$ cat src/rtl/pal_se_arbiter.sv
`timescale 1ns/1ps
// ---------------------------------------------------------------------------
// pal_se_arbiter
//
// Shares one WIDTH-bit parallel-in/serial-out shifter (MSB first) between two
// requesters. It grants round-robin, drives the shifter's load strobe and
// parallel word, and produces the framing strobes that accompany the
// shifter's serial output. A new word is never loaded before the current word
// has fully shifted out. GAP idle cycles are forced between the last bit of
// one word and the first bit of the next.
//
// Ports:
//   clk        rising-edge system clock
//   reset      synchronous, active-high reset
//   req0/req1  requester has a word pending (held until its ack)
//   din0/din1  requester words, stable while the request is high
//   ack0/ack1  one-cycle pulse: that requester's word was taken this cycle
//   ser_load   load strobe to the shifter (captured at the end of the cycle)
//   ser_data   parallel word to the shifter, qualified by ser_load
//   ser_valid  shifter serial output carries a valid bit this cycle
//   ser_last   serial output carries the final (LSB) bit of the word
//   ser_src    id of the requester whose word is loading/shifting
//   busy       a word is in flight or the inter-word gap is pending
//
// All outputs are registered.
// ---------------------------------------------------------------------------
module pal_se_arbiter #(
    parameter int WIDTH = 4,
    parameter int GAP   = 0
) (
    input  logic             clk,
    input  logic             reset,
    input  logic             req0,
    input  logic [WIDTH-1:0] din0,
    output logic             ack0,
    input  logic             req1,
    input  logic [WIDTH-1:0] din1,
    output logic             ack1,
    output logic             ser_load,
    output logic [WIDTH-1:0] ser_data,
    output logic             ser_valid,
    output logic             ser_last,
    output logic             ser_src,
    output logic             busy
);

    localparam int CNTW = $clog2(WIDTH + GAP + 1);

    // cnt_q holds the index of the current cycle relative to the load cycle
    // (load cycle = 0). Index WIDTH carries the last bit; index WIDTH+GAP is
    // the earliest cycle in which the next word may be loaded. With GAP=0
    // that load overlaps the last bit, which is legal because the shifter
    // only replaces its contents at the end of the cycle.
    localparam logic [CNTW-1:0] LAST_IDX  = CNTW'(WIDTH);
    localparam logic [CNTW-1:0] FRAME_END = CNTW'(WIDTH + GAP);

    typedef enum logic [1:0] {
        ST_IDLE,
        ST_SHIFT,
        ST_GAP
    } state_t;

    state_t           state_q, state_d;
    logic [CNTW-1:0]  cnt_q, cnt_d;
    logic [CNTW-1:0]  nextIdx;
    logic             rrPtr_q, rrPtr_d;
    logic             ack0_q, ack0_d;
    logic             ack1_q, ack1_d;
    logic             load_q, load_d;
    logic [WIDTH-1:0] data_q, data_d;
    logic             valid_q, valid_d;
    logic             last_q, last_d;
    logic             src_q, src_d;
    logic             busy_q, busy_d;
    logic             anyReq;
    logic             winner;
    logic             grant;

    // rrPtr_q remembers the last requester served; on a tie the other one
    // wins, a lone request is granted straight away.
    assign anyReq  = req0 | req1;
    assign winner  = (req0 & req1) ? ~rrPtr_q : req1;
    assign nextIdx = cnt_q + CNTW'(1);

    // Next-state and registered-output logic. Strobes default low each
    // cycle; ser_data and ser_src hold their last loaded values.
    always_comb begin
        state_d = state_q;
        cnt_d   = cnt_q;
        rrPtr_d = rrPtr_q;
        ack0_d  = 1'b0;
        ack1_d  = 1'b0;
        load_d  = 1'b0;
        data_d  = data_q;
        valid_d = 1'b0;
        last_d  = 1'b0;
        src_d   = src_q;
        busy_d  = 1'b0;
        grant   = 1'b0;

        case (state_q)
            ST_IDLE: begin
                grant = anyReq;
            end
            ST_SHIFT, ST_GAP: begin
                busy_d  = 1'b1;
                valid_d = (nextIdx <= LAST_IDX);
                last_d  = (nextIdx == LAST_IDX);
                cnt_d   = nextIdx;
                state_d = (nextIdx <= LAST_IDX) ? ST_SHIFT : ST_GAP;
                // The final cycle of the frame either loads the next word or
                // finishes the frame (still busy) before dropping to idle.
                if (nextIdx == FRAME_END) begin
                    if (anyReq) begin
                        grant = 1'b1;
                    end else begin
                        state_d = ST_IDLE;
                        cnt_d   = '0;
                    end
                end
            end
            default: begin
                state_d = ST_IDLE;
                cnt_d   = '0;
            end
        endcase

        // Loading a word leaves valid/last alone so a back-to-back load still
        // carries the previous word's final bit.
        if (grant) begin
            load_d  = 1'b1;
            data_d  = winner ? din1 : din0;
            ack0_d  = ~winner;
            ack1_d  = winner;
            src_d   = winner;
            busy_d  = 1'b1;
            state_d = ST_SHIFT;
            cnt_d   = '0;
            rrPtr_d = winner;
        end
    end

    // State and output registers. Reset abandons any word in flight and
    // points the round-robin at requester 1 so requester 0 wins the first tie.
    always_ff @(posedge clk) begin
        if (reset) begin
            state_q <= ST_IDLE;
            cnt_q   <= '0;
            rrPtr_q <= 1'b1;
            ack0_q  <= 1'b0;
            ack1_q  <= 1'b0;
            load_q  <= 1'b0;
            data_q  <= '0;
            valid_q <= 1'b0;
            last_q  <= 1'b0;
            src_q   <= 1'b0;
            busy_q  <= 1'b0;
        end else begin
            state_q <= state_d;
            cnt_q   <= cnt_d;
            rrPtr_q <= rrPtr_d;
            ack0_q  <= ack0_d;
            ack1_q  <= ack1_d;
            load_q  <= load_d;
            data_q  <= data_d;
            valid_q <= valid_d;
            last_q  <= last_d;
            src_q   <= src_d;
            busy_q  <= busy_d;
        end
    end

    assign ack0      = ack0_q;
    assign ack1      = ack1_q;
    assign ser_load  = load_q;
    assign ser_data  = data_q;
    assign ser_valid = valid_q;
    assign ser_last  = last_q;
    assign ser_src   = src_q;
    assign busy      = busy_q;

endmodule
$ cat config.mk
export PLATFORM = sky130hd
export DESIGN_NAME = pal_se_arbiter
export DESIGN_NICKNAME = d
export VERILOG_FILES = /design/src/rtl/pal_se_arbiter.sv
export SDC_FILE = /design/constraint.sdc
export NUM_CORES = 1
export LEC_CHECK = 0
export CAP_MARGIN = 20
export CORE_MARGIN = 2
export CORE_UTILIZATION = 49
export CTS_CLUSTER_DIAMETER = 60
export DETAILED_ROUTE_END_ITERATION = 8
export GPL_ROUTABILITY_DRIVEN = 1
export PLACE_DENSITY = 0.82
export SLEW_MARGIN = 15
export SYNTH_ARGS = -nofsm -noshare
export SYNTH_HDL_FRONTEND = slang
export SYNTH_SLANG_ARGS = --single-unit
$ cat constraint.sdc
create_clock -name clk -period 2.9 [get_ports clk]
set_clock_uncertainty 0.2 [all_clocks]
set_input_delay 0.58 -clock clk [delete_from_list [all_inputs] [get_ports clk]]
set_output_delay 0.58 -clock clk [all_outputs]
set_load 0.03 [all_outputs]
==> run metrics <==
placed cell count=about 120; Filler cells=~130; layout cells sized above 1=11.4%; drc violations=0; final hold vios=0; area grow syn2layout=26.7%; Setup Buffers After CTS=0; core area=between 1500 and 2000 µm²; fin cells=~120; Area after DPL=roughly 1000 µm²; Post-DP HPWL=about 1100 µm; min cycle time layout=around 2.1 ns; asr flop ratio synth=0%; flops & latches, synth=17; post-DR wirelength/cell=approximately 13 µm; CTS root buf=clkbuf_4; Hold/Removal Path Class=flop to flop; period utilization=roughly 72%; crit path launch=ser_data[1]$_SDFFE_PP0P_; vias after detailed routing=~650; run status=complete, no violations; RSZ-0062 raised after global routing=no; most area-consuming cells after synthesis=dfxtp_1 42%, ha_1 7.7%, a311oi_2 7.4%, nand2_1 6.0%, a21oi_1 4.3%; Worst Hold Launch=rrPtr_q$_SDFFE_PP1P_; Final Max Slew Viols=0; max frequency=about 480 MHz; Post-Syn Area per Cell=9.54 µm²; Least-Margin Pin Slew=slightly below 0.7 ns; drt first pass iters=3; vias in the first global route=about 650; Distinct cells, synth=27; DR iter-0 viols=4; worst r2r src=state_q[0]$_SDFFE_PP0P_; post-synth top area cell=dfxtp_1; Cell Pwr Density=approximately 510 nW/µm²; commonest cells after routing, fill and taps aside=22 x clkdlybuf4s50_1, 17 x dfxtp_1, 13 x nand2_1; Post-Syn Nets=102; largest net degree at the start of global routing=18; TritonCTS clock tree=done; clk sinks=17; Top Family by Delay on Critical Path=buffers and inverters; initial antenna violation count=0; Mapped Cells=85; pre-CTS setup slack=between 0.5 and 0.6 ns; Post-Syn Area=811 µm²; WS Path Type=flop to primary output; placer congestion estimate=around 0.70; Worst-path clk slew=~0.09 ns; die height=approximately 45 µm; CTS HTree Levels=1; CP cell instances=clkdlybuf4s50_1; Slew headroom=approximately 54%; Yosys top cell area share=between 40% and 50%; maximum buffer depth of the clock tree=2; Routed WL=1530 µm; final worst setup slack=0.804 ns; full die area=2000 µm²; endpoint class of the critical path=primary output; ys flop type=dfxtp_1; Starting Density=approximately 53%; CP Data Required Time=approximately 2.1 ns; final antenna-violating net count=0; Leak=0.401 nW; Slowest Stage Delay on Critical Path=between 0.6 and 0.7 ns; nets=123; Max Fanout on Critical Path=2; design area=slightly above 1000 µm²; grt total ovfl=0; Fin Setup TNS=0 ns; Diodes inserted=0; endpoints failing setup=0; Worst Path Buf+Inv=1; first-pass GRT wire length=around 2700 µm; Crit-path slowest cell=clkdlybuf4s50_1; Ports=23; Die W=approximately 45 µm; Post-synth EDFFs=0; crit path DAT=approximately 1.3 ns; Fin Hold WS=0.297 ns; Cell Rows=14; Tot GR Track Use=a little under a fifth; Hold Buf Count CTS=0; clock latency on the worst-skew pair=0.28 ns; Vias/cell=roughly 5.4; post-cts sizing count=0; register area=about 340 µm²; Syn. warnings=0; Peak supply drop=~320 µV; max-cap viol count=0; most common cell after layout, fill and taps aside=clkdlybuf4s50_1; Multi-input gate area=402 µm²; Startpoint Class=flop; sequential area share after synthesis=around two fifths; CTS buffer count=3; Port Buf Inserts=22
## power by group
part	leakage, nW	internal [W]	total, W	switching (W)
sequential	0.140	0.000251	0.000260	0.00000900
combinational	0.246	0.0000626	0.000140	0.0000774
clock	0.0150	0.0000534	0.000125	0.0000712
total	0.401	0.000367	0.000525	0.000158
## cells in the mapped netlist, types with 3 or more instances
master     n
a21oi_1    7
a311oi_2   4
buf_6      3
dfxtp_1   17
ha_1       5
inv_1      5
nand2_1   13
nor2_1     3
nor3_1     5
## flip-flops by register name (all words and copies together) (netlist names)
name       cells
ser_data       4
state_q        2
ser_load       1
ack1           1
ser_valid      1
ser_last       1
busy           1
cnt_q          3
rrPtr_q        1
ser_src        1
ack0           1
## layout make-up
type / count / share of cell area (%)
inverters: 5 / 1.83
flip-flops and latches: 17 / 33.1
well taps: 16 / 1.95
multi-input cells: 57 / 39.1
repair buffers: 22 / 21.4
clock buffers: 4 / 2.56
## cell families after synthesis
family                     count (synthesis)  share of synthesized area (%)
adders and majority gates                  5                           7.72
AOI/OAI and AO/OA                         22                           23.1
buffers and inverters                     11                           8.49
DFF                                       17                           42.0
and+or+nand+nor                           30                           18.7
## layer usage
metal	up-vias	wire length [µm]	GRT usage, %
met4	0	20	10.9
met5	-	0	0
met2	21	761	31.6
met1	290	676	20.8
li1	340	-	-
met3	2	69	3.67
## per-stage QoR
| stage | utilization [%] | total power (W) |
|---|---|---|
| after global routing | 67.4 | 0.000552 |
| after CTS | 67.4 | 0.000529 |
| after global placement | 65.7 | 0.000403 |
| final | 67.4 | 0.000525 |
| after floorplan | - | 0.000363 |
| after detailed placement | 65.7 | 0.000405 |
## path summary, 6_finish.rpt
path | end | slack [ns] | cells after the start
max | ser_data[1] | 0.80 | 1
min | rrPtr_q$_SDFFE_PP1P_ | 0.30 | 2
max reg2reg | ser_data[0]$_SDFFE_PP0P_ | 1.04 | 5
min reg2reg | rrPtr_q$_SDFFE_PP1P_ | 0.30 | 2
Note: power is estimated with default switching activity, not from simulation.
